## src/rtl/pipe_stage_reg.sv

```systemverilog
// pipe_stage_reg: generic inter-stage pipeline register for the five-stage MIPS core.
// Carries one DATA_W payload with a valid/ready handshake. It supports a synchronous
// flush-to-bubble and a saturating stall counter.
// Optional feature macro: PIPE_SKID_EN.
//   Defined: EMPTY/FULL/SKID machine with a one-entry skid buffer and a registered in_ready.
//   Undefined: EMPTY/FULL machine with in_ready = !out_valid || out_ready.
module pipe_stage_reg #(
    parameter int                 DATA_W    = 160,
    parameter logic [DATA_W-1:0]  NOP_VALUE = '0,
    parameter int                 CNT_W     = 16
) (
    input  logic              clk,
    input  logic              reset_n,
    input  logic              flush,
    input  logic              in_valid,
    output logic              in_ready,
    input  logic [DATA_W-1:0] in_data,
    output logic              out_valid,
    input  logic              out_ready,
    output logic [DATA_W-1:0] out_data,
    output logic [CNT_W-1:0]  stall_cnt,
    input  logic              stall_clr
);

    typedef enum logic [1:0] {
        ST_EMPTY = 2'd0,
        ST_FULL  = 2'd1,
        ST_SKID  = 2'd2
    } stateT;

    stateT             r_state;
    stateT             w_nextState;
    logic [DATA_W-1:0] r_main;
    logic [DATA_W-1:0] w_nextMain;
    logic [CNT_W-1:0]  r_stallCnt;
    logic              w_stallInc;

`ifdef PIPE_SKID_EN
    logic [DATA_W-1:0] r_skid;
    logic [DATA_W-1:0] w_nextSkid;
    logic              r_inReady;
`endif

    // The output side is driven straight from registers, so there is no path from in_data.
    assign out_valid = (r_state != ST_EMPTY);
    assign out_data  = r_main;
    assign stall_cnt = r_stallCnt;

`ifdef PIPE_SKID_EN
    assign in_ready = r_inReady;
`else
    assign in_ready = !out_valid || out_ready;
`endif

    // Next-state and next-payload selection; flush overrides every other transition.
    always_comb begin
        w_nextState = r_state;
        w_nextMain  = r_main;
`ifdef PIPE_SKID_EN
        w_nextSkid  = r_skid;
`endif
        if (flush) begin
            w_nextState = ST_EMPTY;
            w_nextMain  = NOP_VALUE;
`ifdef PIPE_SKID_EN
            w_nextSkid  = NOP_VALUE;
`endif
        end else begin
            case (r_state)
                ST_EMPTY: begin
                    if (in_valid) begin
                        w_nextMain  = in_data;
                        w_nextState = ST_FULL;
                    end
                end
                ST_FULL: begin
                    if (out_ready) begin
                        if (in_valid) begin
                            w_nextMain = in_data;
                        end else begin
                            w_nextMain  = NOP_VALUE;
                            w_nextState = ST_EMPTY;
                        end
                    end
`ifdef PIPE_SKID_EN
                    else if (in_valid) begin
                        w_nextSkid  = in_data;
                        w_nextState = ST_SKID;
                    end
`endif
                end
`ifdef PIPE_SKID_EN
                ST_SKID: begin
                    if (out_ready) begin
                        w_nextMain  = r_skid;
                        w_nextSkid  = NOP_VALUE;
                        w_nextState = ST_FULL;
                    end
                end
`endif
                default: begin
                    w_nextState = ST_EMPTY;
                    w_nextMain  = NOP_VALUE;
                end
            endcase
        end
    end

    // State and payload registers; reset drops all held entries immediately.
    always_ff @(posedge clk or negedge reset_n) begin
        if (!reset_n) begin
            r_state <= ST_EMPTY;
            r_main  <= NOP_VALUE;
        end else begin
            r_state <= w_nextState;
            r_main  <= w_nextMain;
        end
    end

`ifdef PIPE_SKID_EN
    // Skid entry and registered upstream ready, low exactly while the skid entry is occupied.
    always_ff @(posedge clk or negedge reset_n) begin
        if (!reset_n) begin
            r_skid    <= NOP_VALUE;
            r_inReady <= 1'b1;
        end else begin
            r_skid    <= w_nextSkid;
            r_inReady <= (w_nextState != ST_SKID);
        end
    end
`endif

    // A stall cycle is a live output refused downstream; flush cycles do not count.
    assign w_stallInc = out_valid && !out_ready && !flush;

    // Saturating stall counter; a clear request wins over an increment.
    always_ff @(posedge clk or negedge reset_n) begin
        if (!reset_n) begin
            r_stallCnt <= '0;
        end else if (stall_clr) begin
            r_stallCnt <= '0;
        end else if (w_stallInc && !(&r_stallCnt)) begin
            r_stallCnt <= r_stallCnt + 1'b1;
        end
    end

endmodule

```

## config.mk

```make
export PLATFORM = sky130hd
export DESIGN_NAME = pipe_stage_reg
export DESIGN_NICKNAME = d
export VERILOG_FILES = /design/src/rtl/pipe_stage_reg.sv
export SDC_FILE = /design/constraint.sdc
export NUM_CORES = 1
export LEC_CHECK = 0
export ABC_AREA = 1
export CORE_ASPECT_RATIO = 0.6
export CORE_MARGIN = 2
export CORE_UTILIZATION = 46
export CTS_CLUSTER_DIAMETER = 50
export DETAILED_ROUTE_END_ITERATION = 6
export GPL_ROUTABILITY_DRIVEN = 0
export PLACE_DENSITY_LB_ADDON = 0.25
export SETUP_SLACK_MARGIN = 0.5
export SYNTH_ARGS = -nofsm -noshare
export SYNTH_HDL_FRONTEND = slang
export SYNTH_SLANG_ARGS = --single-unit
```

## constraint.sdc

```tcl
create_clock -name clk -period 4.8 [get_ports clk]
set_clock_uncertainty 0.2 [all_clocks]
set_input_delay 0.96 -clock clk [delete_from_list [all_inputs] [get_ports clk]]
set_output_delay 0.96 -clock clk [all_outputs]
set_load 0.02 [all_outputs]
```

Word-level counts from Yosys, hierarchy flattened

Index checks and enable logic that the tools add are counted.

Register bits after elaboration: 178
Bits of input ports: 166
Output and inout port bits: 178
Word-level logic and storage cells: 34

Add/sub/neg operators: 1
Equality and inequality tests: 4
Mux-type cells: 12
Reduce and logical (&&, ||, !) cells: 14

Operators with widths:

| kind                                                 | number |
|---|---|
| two-way mux 160 bit                                  | 4 |
| one-hot mux 160 bit (2 select lines)                 | 1 |
| two-way mux 16 bit                                   | 2 |
| adder 16 x 1 -> 16 bit (second input constant)       | 1 |
| AND reduction 16 bit                                 | 1 |
| != test 3 bit (second input constant)                | 3 |
| two-way mux 2 bit                                    | 4 |
| logical NOT 1 bit                                    | 4 |
| one-hot mux 2 bit (2 select lines)                   | 1 |
| nonzero test 2 bit                                   | 2 |
| logical AND 1 bit                                    | 3 |
| AND reduction 3 bit                                  | 1 |
| equality test 2 x 1 -> 1 bit (second input constant) | 1 |
| logical NOT 2 bit                                    | 1 |
| AND reduction 2 bit                                  | 1 |
| logical OR 1 bit                                     | 1 |

Depth between registers and ports, before layout

Depth in word-level cells: 6
Gate-level depth with buffers: 10

Worst setup path before layout

Ideal clock, no wire load.

Path type: input to register
From: input out_ready
To: register r_main[100] (netlist: out_data[100])
Setup time: 74 ps
Data arrival time: 2181 ps
Data required time: 4526 ps
Slack: 2345 ps
Stages on the path: 8
Buffers on the path: 3
Cell sequence: inv_1 > nand2_1 > o21a_1 > buf_2 > clkbuf_1 > clkbuf_1 > nand3_1 > o21ai_2

Longest elaborated chain between the ends: 2

Ends and longest elaborated chain:

| what                          | RTL line | source |
|---|---|---|
| start, declared               | 19       | `input logic out_ready,` |
| != test 3 bit (no line)       | --       |  |
| AND reduction 2 bit (no line) | --       |  |
| end signal, assigned          | 116      | `r_main <= w_nextMain;` |
| end, declared                 | 33       | `logic [DATA_W-1:0] r_main;` |

Every way passes these cells.
A chain may end at the register's enable or synchronous reset.

Final worst setup path

From: input out_ready
To: output in_ready

Longest elaborated chain between the ends: 1

Ends and longest elaborated chain:

| what             | RTL line | source |
|---|---|---|
| logical OR 1 bit | 52       | `assign in_ready = !out_valid \|\| out_ready;` |
| end, declared    | 16       | `output logic in_ready,` |

Every way passes these cells.

==> results.md <==
- Status: complete, no violations
- Max transition margin: 32.0%
- Simple-gate share of the synthesized area: 15.6%
- Combinational cell fraction of total power: 20.1%
- Main combinational cell family by area after synthesis: compound AO/OA/AOI/OAI gates
- Switching pwr: 1.10 mW
- Final WL: 23.4 mm
- FMAX: 297 MHz
- Die Ht: 106 µm
- WHS: 0.305 ns
- Syn_nets: 1,027
- Mean Syn Cell Area: 9.24 µm²
- Core area: 0.0170 mm²
- Post-Synth Adder-Cell Area: 0.157%
- Post-synthesis xor/xnor area fraction: 0.551%
- Max Slew Vio Count: 0
- Mux cell area share after synthesis: 0%
- Setup repair bufs after CTS: 0
- Most common cell after layout, fill and taps aside: clkdlybuf4s50_1
- RSZ-0062 raised after global routing: no
- Setup violators final: 0
- Worst path required time: 3.64 ns
- Detailed Place HPWL: 15.9 mm
- Die area: 0.0184 mm²
- Area grow syn2layout: 52.5%
- VDD IR max: 0.000223 V
- Net count, final: 1,343
- Row count: 37
- Grt ovf: 0
- Ant. Diodes: 0
- Synthesized flop and latch total: 177
- Fin Setup TNS: 0 ns
- Power per cell area: 317 mW/mm²
- Die W: 174 µm
- Slew @ Worst Pin: 1.02 ns
- Clock Path Buffers: 2
- Crit end category: output pin
- Critical path class: in2out
- DRC Markers: 0
- Reg2reg path depth: 9
- Starting Density: 46.7%
- CTS resizes: 0
- Avg WL per Cell: 16.4 µm
- Worst r2r src: stall_cnt[1]
- Tmin final: 3.36 ns
- Initial antenna violation count: 0
- Reg power frac: 42.5%
- CTS tree: yes
- Root Buffer: clkbuf_16
- Int Power: 2.75 mW
- Via Count: 7,038
- Input/output buffers: 343
- Synthesis Warnings: 0
- Pin count of the biggest net entering global routing: 161
- Sequential area share after synthesis: 55.7%
- First-pass GRT wire length: 37.7 mm
- Critical Path Source: out_ready
- Synth Area in Compound Gates: 15.7%
- Clock transition at path regs: 0.07 ns
- Final period utilization: 70.1%
- Clk_lat worst skew: 0.43 ns
- Max-cap violations: 0
- Hold buffer count at cts: 0
- Power share of the clock group: 37.3%
- Nature of the critical path startpoint: input port
- Proportion of layout cells with a drive suffix above 1: 12.2%
- Commonest non-fill, non-tap cells in the layout: clkdlybuf4s50_1, inv_1, dfrtp_1
- Max FO, Critical Path: 4
- DR pass1 iterations: 5
- RR Endpoint: stall_cnt[13]
- Leakage dissipation: 5.23 nW
- Yosys cell types: 17
- Arrival time at the worst endpoint: 2.20 ns
- Initial DRC count: 505
- Cts bufs inserted: 17
- H-tree depth: 4
- Vias in the first global route: 7,036
- Global Route Usage Sum: 25.9%
- Cell Area, Synth: 0.00795 mm²
- Cells after Synth: 860
- Clk sinks: 177
- Path type of the worst min-delay path: in2async
- Worst reg2reg setup slack: 2.42 ns
- IO Pins: 344
- Vias/cell: 4.95
- Final Hold Viols: 0
- Final ANT Viol Nets: 0
- Net Sw Frac: 28.7%
layout make-up:
cell class	count	area, µm²
Clock buffer	18	439
Fill cell	1299	4910
Inverter	181	679
Timing Repair Buffer	352	3550
Multi-Input combinational cell	447	2570
Sequential cell	177	4430
Tap cell	234	293
Clock inverter	14	165
stage by stage:
| step | utilization, % | worst slack (ns) | std cells | cell area [µm²] | power [mW] |
|---|---|---|---|---|---|
| final | 71.2 | 1.44 | 1423 | 12100 | 3.85 |
| after global routing | 71.2 | 1.36 | 1423 | 12100 | 4.01 |
| after CTS | 71.2 | 1.45 | 1423 | 12100 | 3.89 |
| after detailed placement | 67.6 | 1.45 | 1391 | 11500 | 2.44 |
| after global placement | 67.6 | 1.44 | 1391 | 11500 | 2.43 |
| after floorplan | - | 2.35 | 860 | 7950 | 2.02 |
synth_stat cells, drive strengths merged:
| master | instances | area [µm²] |
|---|---|---|
| xor2 | 5 | 43.8 |
| o21bai | 4 | 30.0 |
| nor2 | 23 | 86.3 |
| o21ai | 165 | 1200 |
| clkbuf | 38 | 143 |
| dfrtp | 177 | 4430 |
| or2 | 1 | 6.26 |
| buf | 17 | 154 |
| a21oi | 2 | 10.0 |
| nand3 | 174 | 871 |
| o21a | 1 | 7.51 |
| nand4 | 4 | 25.0 |
| nand2 | 67 | 251 |
| ha | 1 | 12.5 |
| inv | 181 | 679 |
sequential cells by signal, summed over array words and instances, names as in the netlist:
signal / flops
stall_cnt: 16
out_data: 160
r_state: 1
worst max-delay path by stage:
stage                         end  cells past startpoint  slack, ns
finish                   in_ready                      4       1.44
global route             in_ready                      4       1.36
CTS                      in_ready                      4       1.45
detailed placement       in_ready                      4       1.45
global placement         in_ready                      4       1.44
floorplan           out_data[100]                      8       2.35
metal layers:
layer	vias up	GRT usage [%]	routed length, µm
met3	30	7.83	1660
met1	3417	32.9	9810
li1	3364	-	-
met5	-	0	0
met4	0	8.46	462
met2	227	42.8	11400
cell families after synthesis:
kind of cell | count (synthesis)
compound gates | 172
simple gates | 269
buf+inv | 236
flops | 177
fa+ha+maj | 1
xor+xnor | 5
critical path: stages:
cell	delay (ns)
clkdlybuf4s50_1	0.46
inv_1	0.04
nand2_1	0.12
clkdlybuf4s50_1	0.63
power groups by stage:
stage / clock network, mW / registers, mW / logic (mW)
global route: 1.53 / 1.65 / 0.833
CTS: 1.47 / 1.64 / 0.784
finish: 1.44 / 1.64 / 0.775
global placement: 0 / 1.66 / 0.770
detailed placement: 0 / 1.66 / 0.780
floorplan: 0 / 1.78 / 0.233
(Power assumes the default switching activity.)
